## src/rtl/mult_pkg.sv

```systemverilog
// mult_pkg: shared definitions for the multiplier accumulator slice.
//   PROD_W       width of one multiplier product (s5..s0)
//   macc_state_t accumulator FSM state encoding
package mult_pkg;

    localparam int PROD_W = 6;

    typedef enum logic {
        ACCUM,
        DONE
    } macc_state_t;

endpackage

```

## src/rtl/mult_accumulator_if.sv

```systemverilog
// mult_accumulator_if: product input handshake plus result output handshake.
//   in_valid/in_ready/prod              upstream beat from the multiplier
//   out_valid/out_ready/acc_out/overflow downstream finished result
//   master: producer/consumer side, slave: the accumulator
interface mult_accumulator_if #(
    parameter int ACC_W = 8
) ();
    import mult_pkg::*;

    logic              in_valid;
    logic              in_ready;
    logic [PROD_W-1:0] prod;
    logic              out_valid;
    logic              out_ready;
    logic [ACC_W-1:0]  acc_out;
    logic              overflow;

    modport master (
        output in_valid, prod, out_ready,
        input  in_ready, out_valid, acc_out, overflow
    );

    modport slave (
        input  in_valid, prod, out_ready,
        output in_ready, out_valid, acc_out, overflow
    );

endinterface

```

## src/rtl/beat_counter.sv

```systemverilog
// beat_counter: modulo-COUNT_N counter of accepted beats.
//   clk  clock, rising edge
//   rst  synchronous active-high reset
//   clr  synchronous restart to zero
//   inc  count one beat this cycle
//   last inc on the final beat of a group (cnt == COUNT_N-1)
module beat_counter #(
    parameter int COUNT_N = 4
) (
    input  logic clk,
    input  logic rst,
    input  logic clr,
    input  logic inc,
    output logic last
);

    localparam int CNT_W = $clog2(COUNT_N + 1);

    logic [CNT_W-1:0] cnt;

    assign last = inc & (cnt == CNT_W'(COUNT_N - 1));

    always_ff @(posedge clk) begin
        if (rst) begin
            cnt <= '0;
        end else if (clr) begin
            cnt <= '0;
        end else if (inc) begin
            cnt <= last ? '0 : cnt + 1'b1;
        end
    end

endmodule

```

## src/rtl/mult_accumulator.sv

```systemverilog
// mult_accumulator: sums COUNT_N multiplier products and hands the sum downstream.
//   clk    clock, rising edge
//   rst    synchronous active-high reset (highest priority)
//   clear  synchronous abort: drops partial sum and any pending result
//   bus    slave side of mult_accumulator_if (product in, result out)
//
// state | meaning
// ACCUM | taking products, in_ready=1, out_valid=0
// DONE  | result held on acc_out/overflow until out_ready, in_ready=0
module mult_accumulator
    import mult_pkg::*;
#(
    parameter int ACC_W   = 8,
    parameter int COUNT_N = 4
) (
    input  logic                clk,
    input  logic                rst,
    input  logic                clear,
    mult_accumulator_if.slave   bus
);

    macc_state_t      state;
    logic [ACC_W-1:0] acc;
    logic             ovf;
    logic             in_ready_r;
    logic             out_valid_r;
    logic             accept;
    logic             last;
    logic [ACC_W:0]   sum;

    // in_ready_r mirrors state, so acceptance never looks at out_ready
    assign accept = bus.in_valid & in_ready_r;

    // extra MSB captures the carry out of the accumulator width
    assign sum = {1'b0, acc} + (ACC_W + 1)'(bus.prod);

    beat_counter #(
        .COUNT_N (COUNT_N)
    ) u_beat_counter (
        .clk  (clk),
        .rst  (rst),
        .clr  (clear),
        .inc  (accept),
        .last (last)
    );

    always_ff @(posedge clk) begin
        if (rst || clear) begin
            state       <= ACCUM;
            acc         <= '0;
            ovf         <= 1'b0;
            in_ready_r  <= 1'b1;
            out_valid_r <= 1'b0;
        end else if (state == ACCUM) begin
            if (accept) begin
                acc <= sum[ACC_W-1:0];
                ovf <= ovf | sum[ACC_W];
                if (last) begin
                    state       <= DONE;
                    in_ready_r  <= 1'b0;
                    out_valid_r <= 1'b1;
                end
            end
        end else begin
            if (bus.out_ready) begin
                state       <= ACCUM;
                acc         <= '0;
                ovf         <= 1'b0;
                in_ready_r  <= 1'b1;
                out_valid_r <= 1'b0;
            end
        end
    end

    assign bus.in_ready  = in_ready_r;
    assign bus.out_valid = out_valid_r;
    assign bus.acc_out   = acc;
    assign bus.overflow  = ovf;

endmodule

```

## src/flat_wrapper.sv

```systemverilog
// flat-port wrapper written by rule: the top's interface ports become plain ports
module mult_accumulator_flat import mult_pkg::*;
#(
    parameter int ACC_W   = 8,
    parameter int COUNT_N = 4
)
  (clk, rst, clear, bus_in_valid, bus_prod, bus_out_ready, bus_in_ready, bus_out_valid, bus_acc_out, bus_overflow);
  mult_accumulator_if #(.ACC_W(ACC_W)) bus_i ();
  input  logic clk;
  input  logic rst;
  input  logic clear;
  input wire logic [$bits(bus_i.in_valid)-1:0] bus_in_valid;
  input wire logic [$bits(bus_i.prod)-1:0] bus_prod;
  input wire logic [$bits(bus_i.out_ready)-1:0] bus_out_ready;
  output wire logic [$bits(bus_i.in_ready)-1:0] bus_in_ready;
  output wire logic [$bits(bus_i.out_valid)-1:0] bus_out_valid;
  output wire logic [$bits(bus_i.acc_out)-1:0] bus_acc_out;
  output wire logic [$bits(bus_i.overflow)-1:0] bus_overflow;
  assign bus_i.in_valid = bus_in_valid;
  assign bus_i.prod = bus_prod;
  assign bus_i.out_ready = bus_out_ready;
  assign bus_in_ready = bus_i.in_ready;
  assign bus_out_valid = bus_i.out_valid;
  assign bus_acc_out = bus_i.acc_out;
  assign bus_overflow = bus_i.overflow;
  mult_accumulator #(.ACC_W(ACC_W), .COUNT_N(COUNT_N)) u_core (.clk(clk), .rst(rst), .clear(clear), .bus(bus_i));
endmodule
```

## config.mk

```make
export PLATFORM = sky130hd
export DESIGN_NAME = mult_accumulator_flat
export DESIGN_NICKNAME = d
export VERILOG_FILES = /design/src/rtl/mult_pkg.sv /design/src/rtl/mult_accumulator_if.sv /design/src/rtl/beat_counter.sv /design/src/rtl/mult_accumulator.sv /design/src/flat_wrapper.sv
export SDC_FILE = /design/constraint.sdc
export NUM_CORES = 1
export LEC_CHECK = 0
export CAP_MARGIN = 20
export CORE_AREA = 8 8 51 53
export CTS_CLUSTER_DIAMETER = 30
export CTS_CLUSTER_SIZE = 16
export DETAILED_ROUTE_END_ITERATION = 10
export DIE_AREA = 0 0 59 61
export PLACE_DENSITY = 0.77
export SLEW_MARGIN = 10
export SYNTH_ARGS = -nofsm -noshare
export SYNTH_HDL_FRONTEND = slang
export SYNTH_SLANG_ARGS = --single-unit
```

## constraint.sdc

```tcl
create_clock -name clk -period 4.3 [get_ports clk]
set_input_delay 1.29 -clock clk [delete_from_list [all_inputs] [get_ports clk]]
set_output_delay 1.29 -clock clk [all_outputs]
set_load 0.01 [all_outputs]
```

==> summary.json <==
{
  "setup_viol": 0,
  "min-delay-path-class": "reg -> reg",
  "timing.slew.headroom_pct": 73.28,
  "synth_area_um2": 855.8,
  "clock_sinks": 15,
  "postSynth.topFlopCell": "sky130_fd_sc_hd__dfxtp_1",
  "post_cts_buffers": 0,
  "synthesis.yosys.warnings": 0,
  "timing.critical_path.slowest_cell_delay_ps": 430,
  "crit_path_cell_trace": "clkdlybuf4s50_1, ha_1, fa_1, a211o_1, a211oi_1, or4_1, a21oi_1",
  "fin_crit_sh_pct": 68.73,
  "detail_route.wirelength_mm": 2.008,
  "drt-vias-per-instance": 5.466,
  "post-route-min-period_ps": 2956,
  "wl_met1_um": 875,
  "synthesis.instances": 98,
  "yosys-top-cells-area": "sky130_fd_sc_hd__dfxtp_1 (35%), sky130_fd_sc_hd__ha_1 (10%), sky130_fd_sc_hd__nor2_1 (7.5%)",
  "ctsRootBufferMaster": "sky130_fd_sc_hd__clkbuf_4",
  "cp_data_arrival_time_ps": 3140,
  "ys_ff_latch": 15,
  "crit_fanout": 3,
  "max_slew.worst_pin.slew_ps": 400.8,
  "post_synth_num_cell_types": 33,
  "routed.top_layer": "met4",
  "synth.top_cell.area_share_pct": 35.09,
  "antennaDiodeCount": 0,
  "critical-path-top-delay-family": "adder cells",
  "hold_buffers": 0,
  "post-dp-hpwl_mm": 1.589,
  "netlist.top_cell.by_area": "sky130_fd_sc_hd__dfxtp_1",
  "power_density_nw_per_um2": 254.9,
  "post_route_cells_drive_above_1_share_pct": 6.612,
  "die_area_um2": 3599,
  "cts_buf_count": 3,
  "dr.pass1.iters": 4,
  "gp_routability_congestion": 0.8177,
  "num_vias": 809,
  "fillerInstances": 183,
  "post_cts_resized": 0,
  "core_area_um2": 1842,
  "synth-edff-count": 0,
  "cts_tree": "built",
  "final_net_count": 141,
  "synth-seq-area-share_pct": 35.09,
  "chipHeight_um": 61,
  "remaining_drc_errors": 0,
  "fin_worst_skew_ps": 12.02,
  "wire_per_inst_um": 13.57,
  "synth.avg_cell_area_um2": 8.733,
  "die_w_um": 59,
  "critPathKind": "in -> reg",
  "critical_path_capture_point_type": "flop",
  "maxClockFrequency_mhz": 338.3,
  "grt.total_usage_pct": 12.49,
  "timing.critical_path.from": "bus_prod[0]",
  "power.leakage_nw": 0.4489,
  "total_congestion_overflow": 0,
  "whs_ps": 494.7,
  "route.antenna.remaining_nets": 0,
  "depth_of_the_cts_h_tree": 1,
  "placement_rows": 16,
  "synth.net_count": 117,
  "rsz0062_at_grt": "false",
  "synth_async_sr_flop_share_pct": 0,
  "clock_insertion_delay_worst_skew_ps": 290,
  "timing.final.max_slew_violations": 0,
  "met3WireLength_um": 134,
  "grt_antenna_before_repair": 0,
  "outcome": "finished clean",
  "critical_path_required_ps": 4480,
  "crit_path_slowest_cell": "sky130_fd_sc_hd__fa_1",
  "worstReg2RegStart": "u_core.bus.acc_out[0]$_SDFFE_PP0P_",
  "timing.setup.tns_ps": 0,
  "dr.first_iter.drc_count": 10,
  "finalHoldViolCount": 0,
  "number_of_buffers_on_the_longest_clock_path": 2,
  "cp_num_buf_inv": 1,
  "max_cap_viol_count": 0,
  "io_pins": 22,
  "maximum_number_of_pins_on_one_net_before_global_route_repair": 11,
  "synth_top_cells_by_count": "sky130_fd_sc_hd__nor2_1 (17), sky130_fd_sc_hd__dfxtp_1 (15), sky130_fd_sc_hd__ha_1 (7)",
  "synth.most_common_cell": "sky130_fd_sc_hd__nor2_1",
  "placement.io_buffers": 21,
  "timing.critical_path.from_type": "primary input",
  "clock_slew_at_reported_path_ffs_ps": 110,
  "wire_length_of_the_first_global_routing_pass_mm": 3.601,
  "initial_utilization_pct": 46.47,
  "vias_in_the_first_global_route": 870,
  "syn_to_final_growth_pct": 30.26,
  "hold_path_startpoint": "u_core.bus.out_valid$_SDFFE_PP0P_",
  "detailroute.wirelength.met2_um": 984,
  "worst_ir_drop_vdd_mv": 0.1696
}
-- report_power, final --
part           switching (mW)  total (mW)  internal, mW  leakage, nW
clock network          0.0493      0.0847        0.0353       0.0139
registers             0.00265       0.145         0.142        0.122
logic                  0.0264      0.0550        0.0286        0.313
total                  0.0784       0.284         0.206        0.449
-- metal layers --
layer,track usage (%),up-vias
met1,14.29,378
met3,3.602,2
li1,-,411
met5,0,-
met4,5.461,0
met2,21.18,18
-- final timing paths --
kind	end	cells after the start	slack [ps]
min reg2reg	u_core.bus.out_valid$_SDFFE_PP0P_	2	490
max reg2reg	u_core.bus.acc_out[6]$_SDFFE_PP0P_	6	2380
max	u_core.bus.acc_out[6]$_SDFFE_PP0P_	7	1340
min	u_core.bus.out_valid$_SDFFE_PP0P_	2	490
-- worst min-delay path, cell delays in order (launching register included) --
cell	delay [ps]
sky130_fd_sc_hd__dfxtp_1	320
sky130_fd_sc_hd__nor2_1	90
sky130_fd_sc_hd__nor2_1	50
-- sequential cells by signal, summed over array words and instances (netlist names) --
register / count
u_core.u_beat_counter.cnt: 3
u_core.state: 1
u_core.bus.overflow: 1
u_core.bus.in_ready: 1
u_core.bus.out_valid: 1
u_core.bus.acc_out: 8
-- logic make-up after synthesis --
| kind of cell | count (synthesis) | share of synthesized area [%] |
|---|---|---|
| AOI/OAI and AO/OA | 31 | 25.44 |
| xor gates and xnor gates | 1 | 1.024 |
| adders and majority gates | 8 | 12.57 |
| buffers and inverters | 4 | 2.631 |
| DFF | 15 | 35.09 |
| and+or+nand+nor | 39 | 23.25 |
-- layout make-up --
| type | count | area (um^2) | share of cell area [%] |
|---|---|---|---|
| repair buffers | 21 | 210.2 | 18.86 |
| inverters | 2 | 7.507 | 0.6734 |
| flip-flops and latches | 15 | 300.3 | 26.94 |
| multi-input cells | 79 | 533.0 | 47.81 |
| clock inverters | 1 | 7.507 | 0.6734 |
| well taps | 27 | 33.78 | 3.030 |
| clock buffers | 3 | 22.52 | 2.020 |
-- metrics by stage --
stage,util (%),power [mW],instance area [um^2],std cells,worst slack (ps)
after floorplan,-,0.1817,855.8,98,1567
after global routing,60.53,0.2981,1115,148,1248
after CTS,60.53,0.2859,1115,148,1356
after detailed placement,58.90,0.2024,1085,144,1047
after global placement,58.90,0.2013,1085,144,1104
final,60.53,0.2842,1115,148,1344
-- placed cells by master (no fill, tap or decap), types with 3 or more instances in the layout --
cell	count
sky130_fd_sc_hd__o21ai_0	3
sky130_fd_sc_hd__o21a_1	3
sky130_fd_sc_hd__dfxtp_1	15
sky130_fd_sc_hd__nor3_1	4
sky130_fd_sc_hd__clkdlybuf4s50_1	21
sky130_fd_sc_hd__o211ai_1	3
sky130_fd_sc_hd__nor2_1	17
sky130_fd_sc_hd__nand2_1	3
sky130_fd_sc_hd__ha_1	7
sky130_fd_sc_hd__clkbuf_4	3
sky130_fd_sc_hd__a211o_1	3
sky130_fd_sc_hd__a22oi_1	3
sky130_fd_sc_hd__nand3_1	3
sky130_fd_sc_hd__a21oi_1	6
(Power assumes the default switching activity.)
==> RTL change: new RTL, same flow settings <==
`COUNT_N` is set to 4 in 3 places; all go to 8.
--- a/src/rtl/beat_counter.sv
+++ b/src/rtl/beat_counter.sv
@@ -6,5 +6,5 @@
 //   last inc on the final beat of a group (cnt == COUNT_N-1)
 module beat_counter #(
-    parameter int COUNT_N = 4
+    parameter int COUNT_N = 8
 ) (
     input  logic clk,
--- a/src/rtl/mult_accumulator.sv
+++ b/src/rtl/mult_accumulator.sv
@@ -12,5 +12,5 @@
 #(
     parameter int ACC_W   = 8,
-    parameter int COUNT_N = 4
+    parameter int COUNT_N = 8
 ) (
     input  logic                clk,
--- a/src/flat_wrapper.sv
+++ b/src/flat_wrapper.sv
@@ -3,5 +3,5 @@
 #(
     parameter int ACC_W   = 8,
-    parameter int COUNT_N = 4
+    parameter int COUNT_N = 8
 )
   (clk, rst, clear, bus_in_valid, bus_prod, bus_out_ready, bus_in_ready, bus_out_valid, bus_acc_out, bus_overflow);
Check against the original RTL: not equivalent (Yosys sat finds a counterexample within 10 cycles, from zero or initial values).
==> RTL change against the unedited design <==
Sequential power up 6%; largest power group unchanged; sequential cell count increased by 1; die area unchanged; design area increased by 5.8%; via count grew 4.1%; worst setup slack worse by 54 ps; synthesized area increased by 6.9%; wire length increased by 2.7%; total power grew 8.4%.
==> RTL change: results (changes against the unedited design) <==
| Metric | Value |
|---|---|
| Outcome | finished clean |
| Top cells by count, synth | dfxtp_1 (16), nor2_1 (13), nand2_1 (9) |
| CTS root buf | clkbuf_4 |
| GPL Wtd Cong | 0.817 (-0.11%) |
| Layout cell share with drive strength beyond 1 | 0.0709 (+0.00475) |
| Max IR drop VDD | 0.205 mV (+21%) |
| Largest cells by area after synthesis | dfxtp_1 (35%), ha_1 (9.6%), o21a_1 (5.7%) |
| DR pass1 iterations | 4 (unchanged) |
| Clk pin slew, worst setup/hold paths | ~100 ps |
| Post-synthesis sequential area ratio | 0.350 (-0.000672) |
| Fillers | 182 (-0.55%) |
| Vias in the first global route | 808 (-7.1%) |
| Worst slew margin | 0.728 (-0.00510) |
| Critical path's top delay family | compound AO/OA/AOI/OAI gates |
| HPWL Detailed | 1600 um (+0.66%) |
| Tot GR Track Use | 0.124 (-0.00125) |
| WL/cell | 13.4 um (-1.3%) |
| Synth Warn # | 0 (unchanged) |
| HP Class | reg2reg |
| Max reg flops | 8 (unchanged) |
| Worst-Skew Late Latency | ~280 ps |
| Yosys cell types | 35 (+6.1%) |
| Crit path max-delay cell type | fa_1 |
| Initial DRC Count | 12 (+2) |
| Cells after Synth | 104 (+6.1%) |
| Via/cell ratio | 5.47 (about the same) |
| # resized after CTS | 0 (unchanged) |
| Final WL | 2060 um (+2.7%) |
| Leakage dissipation | 0.478 nW (+6.4%) |
| Largest net degree at the start of global routing | 12 (+1) |
| Diodes inserted | 0 (unchanged) |
| Data arrival, critical path | 3190 ps (+50 ps) |
| CP Max Fanout | 3 (unchanged) |
| Placed Instances | 150 (+4.2%) |
| CTS Buf Count | 3 (unchanged) |
| First-pass GRT wire length | 3510 um (-2.7%) |
| Synth Net Count | 123 (+5.1%) |
| Skew final | 5.49 ps (-6.53 ps) |
| PortBufs | 21 (unchanged) |
| Slowest Stage Delay on Critical Path | 430 ps (about the same) |
| Ys async rst share | 0 (unchanged) |
| Setup Buffers After CTS | 0 (unchanged) |
==> RTL change: cell count changes after synthesis, moves of 2 or more <==
cell / delta
nor2b_1: -2
o21a_1: +4
nor3_1: -2
nand2_1: +6
xor2_1: +2
nor2_1: -4
==> RTL change: worst paths after layout <==
kind | from | to | slack, ps | depth (start not counted)
max | bus_prod[0] | u_core.bus.acc_out[6] | 1290 | 7
min | u_core.u_beat_counter.cnt[3] | u_core.u_beat_counter.cnt[3] | 480 | 2
max reg2reg | u_core.bus.acc_out[0] | u_core.bus.acc_out[6] | 2360 | 6
min reg2reg | u_core.u_beat_counter.cnt[3] | u_core.u_beat_counter.cnt[3] | 480 | 2
==> RTL change: cell type report <==
| cell class | count | area [um2] | area share |
|---|---|---|---|
| clock buffers | 4 | 36.3 | 0.0308 |
| well taps | 27 | 33.8 | 0.0286 |
| flip-flops and latches | 16 | 320 | 0.271 |
| inverters | 3 | 11.3 | 0.00954 |
| multi-input cells | 83 | 568 | 0.481 |
| repair buffers | 21 | 210 | 0.178 |
==> RTL change: layer usage <==
layer	vias up	track usage	wire (um)
met3	2	0.0318	113
met5	-	0	0
li1	438	-	-
met1	384	0.148	936
met2	18	0.210	997
met4	0	0.0410	14
==> RTL change: worst register-to-register path: stages (launching register included) <==
cell and delay (ps):
dfxtp_1 340, ha_1 240, fa_1 430, a211o_1 310, a211oi_1 310, or4_1 170
a21oi_1 60
==> RTL change: through the flow <==
stage	setup slack, ps	utilization	hold WS, ps	area, um2	total power [mW]
finish	1290	0.641	477	1180	0.308
global route	1200	0.641	498	1180	0.322
CTS	1310	0.641	480	1180	0.312
detailed placement	992	0.621	457	1140	0.212
global placement	1090	0.621	454	1140	0.211
floorplan	1560	-	445	915	0.191
==> RTL change: cell families after synthesis <==
logic type      after synthesis  synth area share
simple gates                 38             0.212
compound gates               35             0.272
flops                        16             0.350
fa+ha+maj                     8             0.118
buf+inv                       5            0.0287
xor+xnor                      2            0.0192
==> RTL change: report_power, final <==
group	internal (mW)	switching [mW]
registers	0.151	0.00283
clock network	0.0515	0.0481
logic	0.0281	0.0267
